File: src/rtl/y86_pkg.sv
// Shared definitions for the Y86 multi-cycle stage controller:
// instruction codes, status codes and the controller state encoding.
package y86_pkg;

   localparam logic [3:0] I_HALT   = 4'h0;
   localparam logic [3:0] I_NOP    = 4'h1;
   localparam logic [3:0] I_RRMOVQ = 4'h2;
   localparam logic [3:0] I_IRMOVQ = 4'h3;
   localparam logic [3:0] I_RMMOVQ = 4'h4;
   localparam logic [3:0] I_MRMOVQ = 4'h5;
   localparam logic [3:0] I_OPQ    = 4'h6;
   localparam logic [3:0] I_JXX    = 4'h7;
   localparam logic [3:0] I_CALL   = 4'h8;
   localparam logic [3:0] I_RET    = 4'h9;
   localparam logic [3:0] I_PUSHQ  = 4'hA;
   localparam logic [3:0] I_POPQ   = 4'hB;

   typedef enum logic [1:0] {
      STAT_AOK = 2'd0,
      STAT_HLT = 2'd1,
      STAT_ADR = 2'd2,
      STAT_INS = 2'd3
   } stat_e;

   typedef enum logic [2:0] {
      S_IDLE      = 3'd0,
      S_FETCH     = 3'd1,
      S_DECODE    = 3'd2,
      S_EXECUTE   = 3'd3,
      S_MEMORY    = 3'd4,
      S_WRITEBACK = 3'd5,
      S_PCUPD     = 3'd6,
      S_HALT      = 3'd7
   } state_e;

endpackage

File: src/rtl/y86_icode_class.sv
// Purely combinational classification of a Y86 icode into the properties
// the stage controller sequences on.
module y86_icode_class
   import y86_pkg::*;
(
   input  logic [3:0] icode,
   output logic       need_mem,
   output logic       mem_write,
   output logic       reg_write,
   output logic       sets_cc,
   output logic       valid
);

   always_comb begin
      // NOTE: every output gets a default before the case so no path leaves
      // one unassigned, which would otherwise infer a latch.
      need_mem  = 1'b0;
      mem_write = 1'b0;
      reg_write = 1'b0;
      sets_cc   = 1'b0;
      valid     = (icode <= I_POPQ);
      case (icode)
         I_RRMOVQ, I_IRMOVQ: reg_write = 1'b1;
         I_OPQ: begin
            reg_write = 1'b1;
            sets_cc   = 1'b1;
         end
         I_RMMOVQ: begin
            need_mem  = 1'b1;
            mem_write = 1'b1;
         end
         I_MRMOVQ, I_RET, I_POPQ: begin
            need_mem  = 1'b1;
            reg_write = 1'b1;
         end
         I_CALL, I_PUSHQ: begin
            need_mem  = 1'b1;
            mem_write = 1'b1;
            reg_write = 1'b1;
         end
         default: ;
      endcase
   end

endmodule

File: src/rtl/y86_stage_ctrl.sv
// Sequential (non-pipelined) Y86 stage controller: walks one instruction at a
// time through fetch/decode/execute/memory/writeback/PC-update.
module y86_stage_ctrl
   import y86_pkg::*;
#(
   parameter int CNT_W = 32
) (
   input  logic             clk,
   input  logic             rst,
   input  logic             start,
   input  logic [3:0]       icode,
   input  logic             fetch_ready,
   input  logic             mem_ready,
   input  logic             mem_err,
   output logic             fetch_req,
   output logic             decode_en,
   output logic             exec_en,
   output logic             cc_we,
   output logic             mem_req,
   output logic             mem_we,
   output logic             reg_we,
   output logic             pc_we,
   output logic             busy,
   output logic [1:0]       stat,
   output logic [2:0]       state,
   output logic [CNT_W-1:0] retired
);

   state_e           state_q, state_d;
   stat_e            stat_q, stat_d;
   logic [3:0]       icode_q, icode_d;
   logic [CNT_W-1:0] retired_q, retired_d;

   logic need_mem, mem_write, reg_write, sets_cc, valid;

   // Classification works on the latched icode so outputs stay Moore.
   y86_icode_class u_class (
      .icode     (icode_q),
      .need_mem  (need_mem),
      .mem_write (mem_write),
      .reg_write (reg_write),
      .sets_cc   (sets_cc),
      .valid     (valid)
   );

   always_ff @(posedge clk or posedge rst) begin
      // NOTE: state registers use non-blocking assignments so every flop
      // samples the pre-edge value of every other flop.
      if (rst) begin
         state_q   <= S_IDLE;
         stat_q    <= STAT_AOK;
         icode_q   <= 4'h0;
         retired_q <= '0;
      end else begin
         state_q   <= state_d;
         stat_q    <= stat_d;
         icode_q   <= icode_d;
         retired_q <= retired_d;
      end
   end

   always_comb begin
      state_d   = state_q;
      stat_d    = stat_q;
      icode_d   = icode_q;
      retired_d = retired_q;
      case (state_q)
         S_IDLE: if (start) state_d = S_FETCH;
         S_FETCH: begin
            if (fetch_ready) begin
               icode_d = icode;
               state_d = S_DECODE;
            end
         end
         S_DECODE: begin
            if (icode_q == I_HALT) begin
               state_d = S_HALT;
               stat_d  = STAT_HLT;
            end else if (!valid) begin
               state_d = S_HALT;
               stat_d  = STAT_INS;
            end else begin
               state_d = S_EXECUTE;
            end
         end
         S_EXECUTE: begin
            if (need_mem)       state_d = S_MEMORY;
            else if (reg_write) state_d = S_WRITEBACK;
            else                state_d = S_PCUPD;
         end
         S_MEMORY: begin
            // An address error wins over a completion in the same cycle.
            if (mem_err) begin
               state_d = S_HALT;
               stat_d  = STAT_ADR;
            end else if (mem_ready) begin
               state_d = reg_write ? S_WRITEBACK : S_PCUPD;
            end
         end
         S_WRITEBACK: state_d = S_PCUPD;
         S_PCUPD: begin
            retired_d = retired_q + CNT_W'(1);
            state_d   = S_FETCH;
         end
         S_HALT: ;
         default: state_d = S_IDLE;
      endcase
   end

   always_comb begin
      fetch_req = 1'b0;
      decode_en = 1'b0;
      exec_en   = 1'b0;
      cc_we     = 1'b0;
      mem_req   = 1'b0;
      mem_we    = 1'b0;
      reg_we    = 1'b0;
      pc_we     = 1'b0;
      busy      = (state_q != S_IDLE) && (state_q != S_HALT);
      case (state_q)
         S_FETCH:     fetch_req = 1'b1;
         S_DECODE:    decode_en = 1'b1;
         S_EXECUTE: begin
            exec_en = 1'b1;
            cc_we   = sets_cc;
         end
         S_MEMORY: begin
            mem_req = 1'b1;
            mem_we  = mem_write;
         end
         S_WRITEBACK: reg_we = 1'b1;
         S_PCUPD:     pc_we  = 1'b1;
         default: ;
      endcase
   end

   assign state   = state_q;
   assign stat    = stat_q;
   assign retired = retired_q;

endmodule

File: config.mk
export PLATFORM = sky130hd
export DESIGN_NAME = y86_stage_ctrl
export DESIGN_NICKNAME = d
export VERILOG_FILES = /design/src/rtl/y86_pkg.sv /design/src/rtl/y86_icode_class.sv /design/src/rtl/y86_stage_ctrl.sv
export SDC_FILE = /design/constraint.sdc
export NUM_CORES = 1
export LEC_CHECK = 0
export BUFFER_PORTS_ARGS = -buffer_cell sky130_fd_sc_hd__buf_2
export CAP_MARGIN = 40
export CORE_MARGIN = 4
export CORE_UTILIZATION = 30
export CTS_BUF_LIST = sky130_fd_sc_hd__clkbuf_8 sky130_fd_sc_hd__clkbuf_16
export CTS_CLUSTER_DIAMETER = 80
export DETAILED_ROUTE_END_ITERATION = 7
export PLACE_DENSITY = 0.6
export SYNTH_ARGS = -nofsm -noshare
export SYNTH_HDL_FRONTEND = slang
export SYNTH_SLANG_ARGS = --single-unit
File: constraint.sdc
create_clock -name clk -period 3.85 [get_ports clk]
set_clock_uncertainty 0.1 [all_clocks]
set_input_delay 0 -clock clk [delete_from_list [all_inputs] [get_ports clk]]
set_output_delay 0 -clock clk [all_outputs]
set_load 0.05 [all_outputs]
-- Word-level counts from Yosys, hierarchy flattened
Index checks and enable logic that the tools add are counted.
- register bits: 41
- output and inout port bits: 46
- add/sub/neg operators: 1
- magnitude comparators: 1
- equal/unequal tests: 21
- mux-type cells: 25
- reduce and logical (&&, ||, !) cells: 12
- operator list (operator ; count):
    adder 32 x 1 -> 32 bit (second input constant) ; 1
    case mux 3 bit (7 select lines) ; 1
    two-way mux 3 bit ; 6
    equality test 4 bit (second input constant) ; 4
    equality test 4 x 3 -> 1 bit (second input constant) ; 3
    two-way mux 1 bit ; 12
    two-way mux 2 bit ; 5
    equality test 3 bit (second input constant) ; 3
    != test 3 bit (second input constant) ; 3
    equality test 4 x 2 -> 1 bit (second input constant) ; 2
    OR reduction 8 bit ; 1
    nonzero test 7 bit ; 1
    equality test 3 x 2 -> 1 bit (second input constant) ; 2
    != test 2 bit (second input constant) ; 3
    OR reduction 6 bit ; 1
    less-or-equal comparator 4 bit (second input constant) ; 1
    logical NOT 4 bit ; 1
    case mux 2 bit (2 select lines) ; 1
    AND reduction 4 bit ; 1
    equality test 3 x 1 -> 1 bit (second input constant) ; 1
    logical NOT 3 bit ; 1
    AND reduction 3 bit ; 1
    nonzero test 3 bit ; 1
    OR reduction 3 bit ; 1
    other kinds (3) ; 3

-- Depth between registers and ports, before layout
Gate-level depths: netlist of the first run.
- depth after elaboration: 7
- gate-level depth with buffers: 5
- depth with buffers taken out: 5

-- Cells and area by module
Synthesis of the first run repeated with hierarchy kept, for this count alone.
- cells, all modules: 198
- area total of the unflattened synthesis: 2043.2 um^2
- modules (own cells, without submodules) (module ; instances ; cells an instance ; area each (um^2) ; seq. area each (um^2)):
    y86_stage_ctrl ; 1 ; 188 ; 1976.9 ; 1026.0
    y86_icode_class ; 1 ; 10 ; 66.3 ; 0.0

-- Worst setup path after synthesis of the first run
Ideal clock, no wire load.
- path type: flip-flop to output port
- from: register state_q[2] (netlist: state[2])
- to: output port mem_we
- data arrival time: 3.333 ns
- path slack: 0.417 ns
- stages on the path, launching flop included: 5
- path buffers: 1
- cell sequence: dfrtp_1 > clkbuf_1 > inv_1 > nor3_1 > nor3b_1
- longest elaborated chain between the ends: 2
- RTL lines (element ; RTL line ; text):
    from (decl) ; y86_stage_ctrl.sv:29 ; state_e state_q, state_d;
    from (signal assigned) ; y86_stage_ctrl.sv:55 ; state_q <= state_d;
    equality test 3 bit ; y86_stage_ctrl.sv:120 ; case (state_q)
    two-way mux 1 bit ; y86_stage_ctrl.sv:120 ;
    to (decl) ; y86_stage_ctrl.sv:20 ; output logic mem_we,
Every way passes these cells.

-- Worst setup path in the final report of the first run
- from: register state_q[2] (netlist: state[2])
- to: register retired_q[12] (netlist: retired[12])
- longest elaborated chain between the ends: 1
- RTL lines (element ; RTL line ; text):
    equality test 3 bit ; y86_stage_ctrl.sv:67 ; case (state_q)
    to (signal assigned) ; y86_stage_ctrl.sv:58 ; retired_q <= retired_d;
    to (decl) ; y86_stage_ctrl.sv:32 ; logic [CNT_W-1:0] retired_q, retired_d;
Every way passes these cells.
A chain may end at the register's enable or synchronous reset.

==> flow_metrics.env, run 1 <==
export IMPL_run_status="finished, final reports clean"
export IMPL_crit_type="register to register"
export IMPL_avgViaCountPerCell=4.864
export IMPL_yosysSeqAreaShare_pct=49.76
export IMPL_layout_drive_gt1_share_pct=27.48
export IMPL_crit_slowest_cell="dfrtp_1"
export IMPL_synth_top_area_share_pct=49.76
export IMPL_syn_nets=208
export IMPL_drt_initial_drc_count=48
export IMPL_leakagePower_nw=1.287
export IMPL_fin_util_pct=39.51
export IMPL_coreArea_um2=6495
export IMPL_setup_viol_count_final=0
export IMPL_cts_tree="done"
export IMPL_stdcell_count=339
export IMPL_cts_max_level=2
export IMPL_dpl_hpwl_um=3331
export IMPL_critPathBufInv=0
export IMPL_cts_path_max_buffers=2
export IMPL_hold_viol=0
export IMPL_grt_first_pass_wirelength_um=7721
export IMPL_synth_most_common_cell="dfrtp_1"
export IMPL_routedWlPerCell_um=13.70
export IMPL_drt_first_pass_iters=4
export IMPL_fmax_mhz=458.3
export IMPL_yosys_top_cells_area="dfrtp_1 50%, xnor2_1 11%, nand4_1 3.9%"
export IMPL_vdd_drop_max_v=0.0003425
export IMPL_max_cap_viol_count=0
export IMPL_period_minus_slack_ps=2182
export IMPL_maxSlewViolCount=0
export IMPL_synth_top_family_by_area="simple AND/OR/NAND/NOR gates"
export IMPL_synth_common_cells="41 x dfrtp_1, 25 x xnor2_1, 15 x nand3_1"
export IMPL_syn_inst=197
export IMPL_grt_setup_unrepaired="false"
export IMPL_critPathLaunchType="register"
export IMPL_nets=272
export IMPL_fin_crit_sh_pct=56.67
export IMPL_cts_root_buffer_cell="clkbuf_8"
export IMPL_netlist_cell_type_count=41
export IMPL_die_w_um=90.91
export IMPL_cp_max_fo=19
export IMPL_whs_ps=64.11
export IMPL_antenna_found_initial=0
export IMPL_cp_required_ps=3960
export IMPL_critPathMaxStageDelay_ps=670
export IMPL_diodes=0
export IMPL_crit_family="simple AND/OR/NAND/NOR gates"
export IMPL_yosys_area_share_simple_pct=24.58
export IMPL_wl_um=4643
export IMPL_clk_pin_slew_ps=70
export IMPL_drc=0
export IMPL_grt_max_degree=42
export IMPL_start_util_pct=31.75
export IMPL_first_global_vias=1537
export IMPL_hold_path_class="input pin to register"
export IMPL_synth_top_cell_by_area="dfrtp_1"
export IMPL_post_cts_resized=0
export IMPL_area_growth_pct=24.45
export IMPL_fp_dieH_um=90.91
export IMPL_placed_cells=323
export IMPL_avgSynthCellArea_um2=10.47
export IMPL_vias=1649
export IMPL_finalSetupTns_ps=0
export IMPL_gp_congestion=0.7510
export IMPL_end_kind="register"
export IMPL_synth_compound_area_share_pct=5.947
export IMPL_io_buffers=55
export IMPL_async_reset_ff_share_pct=100.0
export IMPL_netlist_area_um2=2062
export IMPL_antenna_left=0
export IMPL_dpl_cell_area_um2=2406
export IMPL_die_area_um2=8264
export IMPL_path_cells="and4b_1, nand3_1, nor3_1, xor2_1"
export IMPL_placementRows=29
export IMPL_worst_ep_arrival_time_ps=2290
export IMPL_cts_buffers=5
export IMPL_final_cell_area_um2=2566
export IMPL_grt_util_all_layers_pct=11.41
export IMPL_synth_adder_area_share_pct=0.6068
export IMPL_synthMuxAreaShare_pct=3.155
export IMPL_pin_count=56
export IMPL_slew_headroom_pct=38.05
export IMPL_post_cts_buffers=0
export IMPL_cts_sinks=41
export IMPL_overflow=0
export IMPL_power_density_nw_per_um2=607.6
export IMPL_synth_edf_count=0
export IMPL_ys_flop_type="dfrtp_1"
export IMPL_clk_latency_ps=280
export IMPL_synth_seq_cells=41
export IMPL_yosysWarnings=0
export IMPL_worst_slew_pin_slew_ps=922.3
export IMPL_synthXorXnorAreaFrac_pct=13.17
==> per-layer routing <==
layer  routed length, um  vias up  global-route usage (%)
li1                    -      830                       -
met1                2142      784                   14.57
met2                2192       33                   18.16
met3                 271        2                   3.917
met4                  36        0                   3.769
met5                   0        -                       0
==> layout make-up <==
cell class              count  area, um^2
clock buffers               5       68.82
clock inverters             3       11.26
fillers                   655        3929
inverters                   6       22.52
multi-input cells         143       978.4
flip-flops and latches     41        1026
well taps                  77       96.34
repair buffers             64       362.8
==> power by group <==
part / total (mW) / leakage, nW / internal (mW) / switching, mW
Clock: 0.259 / 0.0519 / 0.121 / 0.138
Sequential: 0.636 / 0.546 / 0.499 / 0.137
Combinational: 0.664 / 0.689 / 0.213 / 0.451
Total: 1.56 / 1.29 / 0.833 / 0.726
==> layout by cell type (no fill, tap or decap), drive strengths merged, types with 4 or more instances in the layout <==
master / Yosys / final
inv: 6 / 9
xnor2: 25 / 25
dlygate4sd3: 0 / 8
nand2: 13 / 13
a21oi: 4 / 4
clkbuf: 5 / 5
buf: 2 / 56
xor2: 6 / 6
nand3: 15 / 15
dfrtp: 41 / 41
mux2: 4 / 4
nand2b: 4 / 4
nor3: 6 / 6
nor2: 12 / 12
o21ai: 4 / 4
and3: 6 / 6
nor4: 5 / 5
nand4: 15 / 15
==> sequential cells by signal, indices dropped and copies added (netlist names) <==
signal	flops
state	3
stat	2
icode_q	4
retired	32
==> final timing paths <==
path                                    startpoint                 endpoint  slack [ps]  depth (start not counted)
setup / recovery              state[2]$_DFFE_PP0P_  retired[12]$_DFFE_PP0P_        1670                          4
min in group asynchronous                      rst   icode_q[0]$_DFFE_PP0P_         280                          4
max in group asynchronous                      rst  retired[22]$_DFFE_PP0P_        3000                          4
hold reg to reg            retired[31]$_DFFE_PP0P_  retired[31]$_DFFE_PP0P_         370                          1
hold / removal                         fetch_ready     state[1]$_DFFE_PP0P_          60                          4
setup reg to reg              state[2]$_DFFE_PP0P_  retired[12]$_DFFE_PP0P_        1670                          4
==> cells by family after synthesis <==
| logic type | Yosys count |
|---|---|
| AO/OA/AOI/OAI | 18 |
| AND/OR/NAND/NOR | 87 |
| adder cells (fa/ha/maj) | 1 |
| flip-flops | 41 |
| XOR/XNOR | 31 |
| buffers and inverters | 13 |
| multiplexers | 6 |
==> stage by stage <==
| stage | power, mW | setup WS (ps) |
|---|---|---|
| floorplan | 1.150 | 416.6 |
| finish | 1.559 | 1668 |
| CTS | 1.582 | 1638 |
| global placement | 1.297 | 1687 |
| global route | 1.672 | 1445 |
| detailed placement | 1.301 | 1654 |
==> worst min-delay path, delay by kind of cell <==
kind                   cells  cell delay (ps)
AOI/OAI and AO/OA          3              320
buffers and inverters      1              100
==> timing repair <==
action                                 CTS  global route
setup endpoints to repair                0             0
endpoints found under the hold margin   48             0
hold buffers                             8             0
Power figures use the tool's default switching activity.
==> run 2, diff against run 1 <==
Settings changed: PLACE_DENSITY 0.6 to 0.61.
Clock period 3.85 ns to 1.8 ns, I/O delays scaled along.
==> flow_metrics.env, run 2 (synthesized netlist as in run 1, its figures left out) <==
export IMPL_run_status="finished, final reports clean"
export IMPL_post_cts_buffers=0
export IMPL_first_global_vias=1654
export IMPL_coreArea_um2=6495
export IMPL_grt_first_pass_wirelength_um=8224
export IMPL_end_kind="primary output"
export IMPL_leakagePower_nw=1.302
export IMPL_place_ws_ps=119.6
export IMPL_antenna_left=0
export IMPL_io_buffers=55
export IMPL_crit_type="register to primary output"
export IMPL_period_minus_slack_ps=1711
export IMPL_cts_buffers=5
export IMPL_clk_pin_slew_ps=80
export IMPL_cts_tree="done"
export IMPL_grt_util_all_layers_pct=12.07
export IMPL_cts_max_level=2
export IMPL_cp_max_fo=16
export IMPL_fin_util_pct=43.11
export IMPL_cp_required_ps=1700
export IMPL_whs_ps=1.193
export IMPL_dpl_hpwl_um=3431
export IMPL_drt_initial_drc_count=62
export IMPL_critPathLaunchType="register"
export IMPL_routedWlPerCell_um=13.88
export IMPL_hold_viol=0
export IMPL_fmax_mhz=584.4
export IMPL_layout_drive_gt1_share_pct=43.87
export IMPL_setup_viol_count_final=0
export IMPL_cts_path_max_buffers=2
export IMPL_hp_start="fetch_ready"
export IMPL_gp_congestion=0.8096
export IMPL_wl_um=4801
export IMPL_slew_headroom_pct=64.78
export IMPL_finalSetupTns_ps=0
export IMPL_layout_commonest_cell="buf_2"
export IMPL_fillers=619
export IMPL_drc=0
export IMPL_overflow=0
export IMPL_area_growth_pct=35.80
export IMPL_power_density_nw_per_um2=1347
export IMPL_avgViaCountPerCell=4.994
export IMPL_total_power_mw=3.771
export IMPL_die_w_um=90.91
export IMPL_start_util_pct=31.75
export IMPL_vias=1728
export IMPL_grt_max_degree=42
export IMPL_vdd_drop_max_v=0.0008555
export IMPL_reg2reg_from="state[1]$_DFFE_PP0P_"
export IMPL_drt_first_pass_iters=4
export IMPL_largest_register_ffs=32
export IMPL_fp_dieH_um=90.91
export IMPL_die_area_um2=8264
export IMPL_hold_path_class="input pin to register"
export IMPL_placementRows=29
export IMPL_cts_sinks=41
export IMPL_layout_common_cells="53 x buf_2, 25 x xnor2_1, 25 x dfrtp_2"
export IMPL_worst_ep_arrival_time_ps=1610
export IMPL_max_cap_viol_count=0
export IMPL_setup_ws_ps=88.92
export IMPL_pin_count=56
export IMPL_cts_root_buffer_cell="clkbuf_8"
export IMPL_worstSetupStartpoint="state[1]$_DFFE_PP0P_"
export IMPL_maxSlewViolCount=0
export IMPL_nets=279
export IMPL_antenna_found_initial=0
export IMPL_clk_latency_ps=290
export IMPL_worst_slew_pin_slew_ps=528.3
export IMPL_fin_crit_sh_pct=95.06
export IMPL_diodes=0
## run 2: final timing paths
path / endpoint / slack (ps) / cells past startpoint
min in group asynchronous: retired[19]$_DFFE_PP0P_ / 270 / 4
worst min-delay path: state[0]$_DFFE_PP0P_ / 1 / 4
worst min register to register: retired[31]$_DFFE_PP0P_ / 370 / 1
max in group asynchronous: retired[4]$_DFFE_PP0P_ / 920 / 4
worst max register to register: retired[13]$_DFFE_PP0P_ / 140 / 5
worst max-delay path: mem_we / 90 / 4
## run 2: metrics by stage
| step | cell area (um^2) | instances |
|---|---|---|
| 2_1_floorplan | 2191 | 197 |
| 3_3_place_gp | 2596 | 331 |
| 3_5_place_dp | 2596 | 331 |
| 4_1_cts | 2789 | 346 |
| 5_1_grt | 2800 | 346 |
| 6_report | 2800 | 346 |
## run 2: metal layers
metal | GRT usage (%) | up-vias | wire length, um
met4 | 3.392 | 0 | 53
li1 | - | 842 | -
met5 | 0 | - | 0
met2 | 19.77 | 44 | 2241
met1 | 15.81 | 835 | 2262
met3 | 3.167 | 7 | 244
## run 2: layout make-up
class                           instances  area (um^2)  area share (%)
Timing Repair Buffer                   71        437.9           15.64
Sequential cell                        41         1057           37.76
Multi-Input combinational cell        143         1061           37.89
Clock inverter                          2        37.54           1.340
Inverter                                6        27.53          0.9830
Clock buffer                            6        82.58           2.949
Tap cell                               77        96.34           3.441
## run 2: power by group
group | internal (mW) | total (mW) | switching, mW
Clock | 0.451 | 0.780 | 0.329
Sequential | 1.09 | 1.36 | 0.272
Combinational | 0.521 | 1.63 | 1.11
## run 2: worst max-delay path, stage by stage (launching register included)
cell      delay [ps]
dfrtp_2          510
buf_4            180
nor3_4           170
nor3b_4          200
clkbuf_4         250
## run 2: timing repair
item / in CTS / in global routing
hold buffers: 7 / 0
pin swaps: 0 / 1
setup endpoints to repair: 1 / 2
gates resized for setup: 1 / 4
hold endpoints to repair: 48 / 0
